$ cat config.mk
export PLATFORM = sky130hd
export DESIGN_NAME = alu_fctn_encoder_flat
export DESIGN_NICKNAME = d
export VERILOG_FILES = /design/src/rtl/alu_fctn_encoder_if.sv /design/src/rtl/alu_fctn_encoder.sv /design/src/flat_wrapper.sv
export SDC_FILE = /design/constraint.sdc
export NUM_CORES = 1
export LEC_CHECK = 0
export CORE_MARGIN = 8
export CORE_UTILIZATION = 53
export CTS_CLUSTER_SIZE = 14
export DETAILED_ROUTE_END_ITERATION = 12
export PLACE_DENSITY = 0.93
export SYNTH_ARGS = -nofsm -noshare
export SYNTH_HDL_FRONTEND = slang
export SYNTH_SLANG_ARGS = --single-unit
$ cat constraint.sdc
create_clock -name clk -period 3.3 [get_ports clk]
set_clock_uncertainty 0.1 [all_clocks]
set_input_delay 0.33 -clock clk [delete_from_list [all_inputs] [get_ports clk]]
set_output_delay 0.33 -clock clk [all_outputs]
set_load 0.1 [all_outputs]
$ cat src/rtl/alu_fctn_encoder_if.sv
// Request/relay bus between the ALU op sequencer and the function-code encoder.
// The master presents one-hot requests; the slave drives the relay code and status.
interface alu_fctn_encoder_if;
    logic       op_valid;
    logic [7:0] op_onehot;
    logic       op_ready;
    logic [2:0] fctn_code;
    logic       fctn_strobe;
    logic       done;
    logic       err;

    modport master (
        output op_valid,
        output op_onehot,
        input  op_ready,
        input  fctn_code,
        input  fctn_strobe,
        input  done,
        input  err
    );

    modport slave (
        input  op_valid,
        input  op_onehot,
        output op_ready,
        output fctn_code,
        output fctn_strobe,
        output done,
        output err
    );
endinterface

$ cat src/rtl/alu_fctn_encoder.sv
// Encodes a one-hot ALU operation into a 3-bit relay function code and holds it
// on the relay bus for SETTLE_CYCLES cycles, then pulses done.
module alu_fctn_encoder #(
    parameter int unsigned SETTLE_CYCLES = 4
) (
    input  logic               clk,
    input  logic               reset,
    alu_fctn_encoder_if.slave  bus
);

    typedef enum logic [1:0] {
        IDLE   = 2'd0,
        SETTLE = 2'd1,
        DONE   = 2'd2
    } state_t;

    localparam logic [7:0] CNT_LOAD  = 8'(SETTLE_CYCLES - 1);
    localparam logic [2:0] CODE_NULL = 3'b111;

    state_t     state, state_nxt;
    logic [7:0] cnt, cnt_nxt;
    logic [2:0] code_p1, code_nxt;
    logic       err_p1, err_nxt;

    function automatic logic is_onehot(input logic [7:0] v);
        return (v != 8'd0) && ((v & (v - 8'd1)) == 8'd0);
    endfunction

    // Bit 7 (ADD) maps to code 0, bit 0 (NULL) maps to code 7.
    function automatic logic [2:0] encode(input logic [7:0] v);
        logic [2:0] c;
        c = CODE_NULL;
        for (int i = 0; i < 8; i++) begin
            if (v[i]) c = 3'(7 - i);
        end
        return c;
    endfunction

    always_comb begin
        state_nxt = state;
        cnt_nxt   = cnt;
        code_nxt  = code_p1;
        err_nxt   = 1'b0;
        unique case (state)
            IDLE: begin
                if (bus.op_valid) begin
                    if (is_onehot(bus.op_onehot)) begin
                        state_nxt = SETTLE;
                        cnt_nxt   = CNT_LOAD;
                        code_nxt  = encode(bus.op_onehot);
                    end else begin
                        err_nxt = 1'b1;
                    end
                end
            end
            SETTLE: begin
                if (cnt == 8'd0) state_nxt = DONE;
                else             cnt_nxt   = cnt - 8'd1;
            end
            DONE:    state_nxt = IDLE;
            default: state_nxt = IDLE;
        endcase
    end

    always_ff @(posedge clk) begin
        if (reset) begin
            state  <= IDLE;
            cnt    <= 8'd0;
            err_p1 <= 1'b0;
        end else begin
            state  <= state_nxt;
            cnt    <= cnt_nxt;
            err_p1 <= err_nxt;
        end
    end

    // Code register needs no reset: it is only visible outside IDLE.
    always_ff @(posedge clk) begin
        code_p1 <= code_nxt;
    end

    assign bus.op_ready    = (state == IDLE) && !reset;
    assign bus.fctn_strobe = (state != IDLE);
    assign bus.fctn_code   = (state == IDLE) ? CODE_NULL : code_p1;
    assign bus.done        = (state == DONE) && !reset;
    assign bus.err         = err_p1 && !reset;

endmodule
$ cat src/flat_wrapper.sv
// flat-port wrapper written by rule: the top's interface ports become plain ports
module alu_fctn_encoder_flat 
#(
    parameter int unsigned SETTLE_CYCLES = 4
)
  (clk, reset, bus_op_valid, bus_op_onehot, bus_op_ready, bus_fctn_code, bus_fctn_strobe, bus_done, bus_err);
  alu_fctn_encoder_if bus_i ();
  input  logic clk;
  input  logic reset;
  input wire logic [$bits(bus_i.op_valid)-1:0] bus_op_valid;
  input wire logic [$bits(bus_i.op_onehot)-1:0] bus_op_onehot;
  output wire logic [$bits(bus_i.op_ready)-1:0] bus_op_ready;
  output wire logic [$bits(bus_i.fctn_code)-1:0] bus_fctn_code;
  output wire logic [$bits(bus_i.fctn_strobe)-1:0] bus_fctn_strobe;
  output wire logic [$bits(bus_i.done)-1:0] bus_done;
  output wire logic [$bits(bus_i.err)-1:0] bus_err;
  assign bus_i.op_valid = bus_op_valid;
  assign bus_i.op_onehot = bus_op_onehot;
  assign bus_op_ready = bus_i.op_ready;
  assign bus_fctn_code = bus_i.fctn_code;
  assign bus_fctn_strobe = bus_i.fctn_strobe;
  assign bus_done = bus_i.done;
  assign bus_err = bus_i.err;
  alu_fctn_encoder #(.SETTLE_CYCLES(SETTLE_CYCLES)) u_core (.clk(clk), .reset(reset), .bus(bus_i));
endmodule
==> flow_metrics.py <==
metrics = {
    "outcome": {
        "status": "completed",
    },
    "setup_path": {
        "cp.required_ns": 3.13,
        "crit_cells": 5,
        "critPathCaptureType": "flip-flop",
        "slowest_stage": "clkdlybuf4s50_1",
        "critPathBufInv": 1,
        "r2r_cells": 6,
        "slowest_delay_ns": 0.52,
        "cp-start-kind": "primary input",
        "crit_type": "in2reg",
        "crit_fanout": 12,
        "path_delay_family": "simple AND/OR/NAND/NOR gates",
        "critPathArrivalTime_ns": 2.21,
        "crit_chain": "clkdlybuf4s50_1 > nor4_2 > nand2_1 > nor3b_1 > o21ba_1",
    },
    "synth": {
        "synthFlopType": "dfxtp_1",
        "postSynthNetCount": 107,
        "synth_edf_count": 3,
        "yosysTopAreaCell": "dfxtp_1",
        "synthArstFlopShare_pct": 0,
        "synth_area_leaders": "dfxtp_1, edfxtp_1, xor2_1, nor3_1, nor2_1",
        "yosysTopAreaCellShare_pct": 25.4,
        "netlist_area_um2": 866,
        "ys_ff_latch": 14,
        "seq_area_frac_synth_pct": 35.8,
        "syn_inst": 94,
        "yosysWarnings": 0,
        "syn_area_per_cell_um2": 9.21,
        "synth_cell_type_count": 40,
    },
    "detailed_routing": {
        "drt_iter0_drc": 23,
        "drt-wirelength-per-cell_um": 16.3,
        "drtAntennaViolNets": 0,
        "via_count": 785,
        "drc": 0,
        "firstDrtPassIters": 6,
        "avgViaCountPerCell": 6.09,
        "drt-total-wl_um": 2100,
    },
    "sta": {
        "rsz0062_at_grt": "false",
        "clock.fmax_mhz": 420,
        "fin_crit_ns": 2.38,
        "worst_slew_pin_slew_ns": 0.508,
        "maxSlewViolCount": 0,
        "final-hold-violation-count": 0,
        "finalWorstSetupSlack_ns": 0.919,
        "setup_violations": 0,
        "finalCritPeriodShare_pct": 72.2,
        "tns_ns": 0,
        "max-slew-margin-rel_pct": 66.0,
    },
    "cells_and_area": {
        "fin_util_pct": 69.5,
        "multi_input_area_um2": 518,
        "layout-drive-gt1-share_pct": 21.2,
        "nets": 127,
        "n_antenna_cell": 0,
        "syn_to_final_growth_pct": 22.4,
        "final_common_cell": "dfxtp_1",
        "seq_area_um2": 310,
        "most-common-layout-cells": "dfxtp_1, clkdlybuf4s50_1, nor3_1",
        "fill_cells": 113,
    },
    "floorplan": {
        "io-pin-count": 18,
        "std_cell_rows": 14,
        "start_util_pct": 56.8,
        "die_area_um2": 3180,
        "die_w_um": 56.4,
        "die_h_um": 56.4,
        "fp.coreArea_um2": 1520,
    },
    "clock_tree": {
        "clock_latency_ns": 0.29,
        "cts.sinks": 14,
        "hold_buffers": 0,
        "cts_resized": 0,
        "clock_path_buffers": 2,
        "cts_buffers": 3,
        "cts-root-buf": "clkbuf_4",
        "clk_pin_slew_ns": 0.09,
        "cts_tree": "built",
        "h-tree-depth": 1,
        "post_cts_buffers": 0,
    },
    "power_and_ir_drop": {
        "power_density_nw_per_um2": 340,
        "intPower_mw": 0.265,
        "leakage_nw": 0.407,
        "clockPowerShare_pct": 35.5,
        "max-vdd-ir-drop_v": 0.000257,
        "seqPwrFrac_pct": 49.1,
        "sw_frac_of_total_pct": 26.4,
        "comb_power_share_pct": 15.4,
        "power.switching_mw": 0.0950,
        "power_mw": 0.360,
    },
    "placed_design": {
        "gp_congestion": 0.827,
        "pre_cts_ws_ns": 0.726,
        "hpwl_um": 1570,
        "port_buffers": 17,
    },
    "min_path": {
        "hold_path.class": "reg2reg",
        "worstHoldPathCells": 2,
    },
    "global_route": {
        "gr-total-overflow": 0,
        "grt_max_degree": 15,
        "grt_pass1_vias": 770,
        "grt_usage_pct": 14.1,
        "grt_pass1_wl_um": 3620,
        "grt_busiest_layer": "met2",
        "grt_use_met2_pct": 22.1,
        "use_met3_pct": 5.84,
        "antenna_found_initial": 0,
        "gr-usage-met1_pct": 16.3,
    },
    "job": {
        "drv_cap": 0,
    },
}
state kept, by name, indices dropped and copies added (netlist names):
name and cells:
u_core.err_p1 1, u_core.code_p1 3, u_core.cnt 8, u_core.state 2
tightest hold or removal path, cell delays in order (launching register included):
cell and delay [ns]:
dfxtp_1 0.34, xor2_1 0.15, nor3_1 0.05
power by group through the flow:
stage          logic [mW]  clock network, mW  registers (mW)
4_1_cts            0.0549              0.129           0.177
5_1_grt            0.0598              0.141           0.177
6_report           0.0555              0.128           0.177
3_5_place_dp       0.0540                  0           0.181
3_3_place_gp       0.0531                  0           0.181
2_1_floorplan      0.0297                  0           0.181
logic make-up after synthesis:
group / Yosys count / synth area share [%]
AO/OA/AOI/OAI: 19 / 17.2
buffers and inverters: 8 / 4.33
AND/OR/NAND/NOR: 44 / 32.7
flip-flops: 14 / 35.8
adder cells (fa/ha/maj): 2 / 2.89
XOR/XNOR: 7 / 7.08
cells in the mapped netlist (2+ instances only):
cell,instances
dfxtp_1,11
edfxtp_1,3
nand3_1,2
a211oi_1,2
nor2_1,8
xor2_1,6
nor3_1,9
o31a_1,2
nand2_1,6
a21oi_1,4
inv_1,6
ha_1,2
or2_2,3
nor3b_1,2
nor3_2,2
nor4_1,2
cell type report:
class / count / area share [%]
tap: 16 / 1.89
multi-input combinational: 72 / 48.9
inverter: 6 / 2.13
timing repair buffer: 17 / 14.4
sequential: 14 / 29.3
clock buffer: 4 / 3.42
routing by layer:
layer / up-vias / wire, µm
li1: 384 / -
met2: 27 / 1010
met5: - / 0
met3: 4 / 108
met1: 370 / 951
met4: 0 / 29
worst paths after layout:
kind / endpoint / slack (ns) / start
hold reg to reg: u_core.cnt[5] / 0.48 / u_core.cnt[5]
setup / recovery: u_core.code_p1[1] / 0.92 / bus_op_onehot[2]
hold / removal: u_core.cnt[5] / 0.48 / u_core.cnt[5]
setup reg to reg: u_core.cnt[1] / 1.31 / u_core.cnt[0]
metrics by stage:
stage	hold slack (ns)	std cells	cell area [µm²]
floorplan	0.334	94	866
global placement	0.446	125	1020
detailed placement	0.463	125	1020
CTS	0.479	129	1060
global route	0.499	129	1060
finish	0.485	129	1060
No activity file was read; power rests on OpenSTA's default activity.
==> variant: new RTL, config.mk and constraints unchanged <==
The 3 states of `state_t` get a one-hot encoding in 3 bits.
--- a/src/rtl/alu_fctn_encoder.sv
+++ b/src/rtl/alu_fctn_encoder.sv
@@ -9,8 +9,8 @@
 );
 
-    typedef enum logic [1:0] {
-        IDLE   = 2'd0,
-        SETTLE = 2'd1,
-        DONE   = 2'd2
+    typedef enum logic [2:0] {
+        IDLE   = 3'b001,
+        SETTLE = 3'b010,
+        DONE   = 3'b100
     } state_t;
 
Formal check against the unedited RTL: same outputs for any inputs over 10 cycles, from zero or initial values and one cycle with reset high; not proved beyond that.
==> variant against the unedited design <==
  * Utilization shrank 3.5 points
  * Design area rose by 3.0%
  * Area after synthesis grew 2.9%
  * Non-clock buffer count did not move
  * Combinational power increased by 2%
  * Register-to-register slack lost 0.22 ns
  * Worst setup slack better by 0.17 ns
  * Power fell by 2.4%
  * Sequential cell count rose by 1
  * Clock power down 16%
  * Wire length fell by 17%
  * Largest cell class unchanged
  * Highest routed layer unchanged
==> variant: results (changes against the unedited design) <==
Outcome
  – Status: finished, final reports clean (unchanged)

GRT
  – First-pass GRT wire length: 3.08 mm (was 3.62 mm)
  – GRT met3 Usage: 2.66% (was 5.84%)
  – Largest net degree at the start of global routing: 10 (was 15)
  – GR Util All Layers: 11.8% (was 14.1%)
  – Met1 Usage GRT: 13.4% (was 16.3%)
  – Met2 GRT Util: 19.1% (was 22.1%)
  – Number of global-route vias before repair: 747 (was 770)
  – Initial antenna violation count: 0 (unchanged)

Drt
  – Drt pass-1 iters: 4 (was 6)
  – Initial DRC Count: 10 (was 23)
  – Wire length per cell: 13.0 µm (was 16.3 µm)
  – DR vias/cell: 5.64 (was 6.09)

Timing
  – Max-slew headroom: 48.8% (was 66.0%)

Worst setup path
  – Critical Path Max Stage Delay: 0.64 ns (was 0.52 ns)
  – Slowest cell on the critical path: nor4b_1 (was clkdlybuf4s50_1)
  – Critical path data arrival time: 2.32 ns (was 2.21 ns)
  – CP Max Fanout: 4 (was 12)
  – Setup crit start: u_core.cnt[0] (was bus_op_onehot[2])

Place
  – GP Congestion: 0.831 (was 0.827)
  – Hpwl dp: 1.39 mm (was 1.57 mm)
  – Dpl ws: 0.985 ns (was 0.726 ns)

Clock tree
  – Worst-Skew Late Latency: 0.29 ns (about the same)
  – CTS Buf Count: 3 (unchanged)
  – Clk slew on worst S/H paths: 0.09 ns (about the same)
  – CTS-repair resized insts: 0 (unchanged)

Synth
  – Synth top cells by count: 17 x nor2_1, 12 x dfxtp_1, 9 x inv_1, 5 x mux2i_1, 5 x nor3_1 (was 11 x dfxtp_1, 9 x nor3_1, 8 x nor2_1)
  – Ys flop type: dfxtp_1 (unchanged)
  – Netlist cell types: 34 (was 40)
  – Sequential cell area fraction in the yosys report: 37.1% (was 35.8%)
  – Syn nets: 111 (was 107)
  – Async S/R FF share, synth: 0% (unchanged)
  – Largest cells by area after synthesis: dfxtp_1 27%, edfxtp_1 10%, nor2_1 7.2% (was dfxtp_1 25%, edfxtp_1 10%, xor2_1 6.1%)

Pwr
  – Lkg Pwr: 0.420 nW (was 0.407 nW)
  – Peak VDD IR: 0.000199 V (was 0.000257 V)
  – Internal: 0.000255 W (was 0.000265 W)

Cells and area
  – Largest regs: u_core.cnt (8), u_core.code_p1 (3), u_core.state (3) (was u_core.cnt (8), u_core.code_p1 (3), u_core.state (2))
  – Layout cell share with drive strength beyond 1: 18.8% (was 21.2%)
  – Fin nets: 131 (was 127)

Min path
  – Hold Startpoint: u_core.cnt[4] (was u_core.cnt[5])
  – Class of the worst hold path: reg2reg (unchanged)
==> variant: path summary, 6_finish.rpt <==
kind / endpoint / slack, ns / depth (start not counted)
max: u_core.cnt[0] / 1.09 / 7
min: u_core.cnt[4] / 0.43 / 2
max reg2reg: u_core.cnt[0] / 1.09 / 7
min reg2reg: u_core.cnt[4] / 0.43 / 2
==> variant: power by group through the flow <==
stage                     combinational, W  sequential, W  clock [W]
after CTS                        0.0000566       0.000188   0.000109
after global placement           0.0000547       0.000193          0
final                            0.0000564       0.000188   0.000107
after global routing             0.0000607       0.000189   0.000115
after floorplan                  0.0000309       0.000193          0
after detailed placement         0.0000564       0.000193          0
==> variant: tightest hold or removal path: stages (launching register included) <==
cell and delay (ns):
dfxtp_1 0.36, mux2i_1 0.08, nor2_1 0.07
==> variant: logic make-up after synthesis <==
group / after synthesis / share of synthesized area [%]
xor+xnor: 4 / 3.93
flops: 15 / 37.1
compound gates: 15 / 14.6
fa+ha+maj: 2 / 2.81
simple gates: 46 / 31.3
buf+inv: 11 / 4.63
mux: 5 / 5.62
==> variant: routing by layer <==
layer	wire (µm)	up-vias
li1	-	385
met1	763	348
met2	876	18
met3	63	5
met4	44	0
met5	0	-
==> variant: final cells by class <==
cell class / instances / area [µm²]
tap: 17 / 21.3
timing repair buffer: 17 / 153
inverter: 9 / 33.8
sequential: 15 / 330
clock inverter: 1 / 5.00
multi-input combinational: 72 / 526
fill: 135 / 561
clock buffer: 3 / 22.5
==> variant: stage by stage <==
stage	hold slack (ns)	utilization [%]	cells
6_report	0.435	66.1	134
4_1_cts	0.445	66.1	134
3_3_place_gp	0.403	64.4	130
5_1_grt	0.502	66.1	134
2_1_floorplan	0.354	-	98
3_5_place_dp	0.423	64.4	130
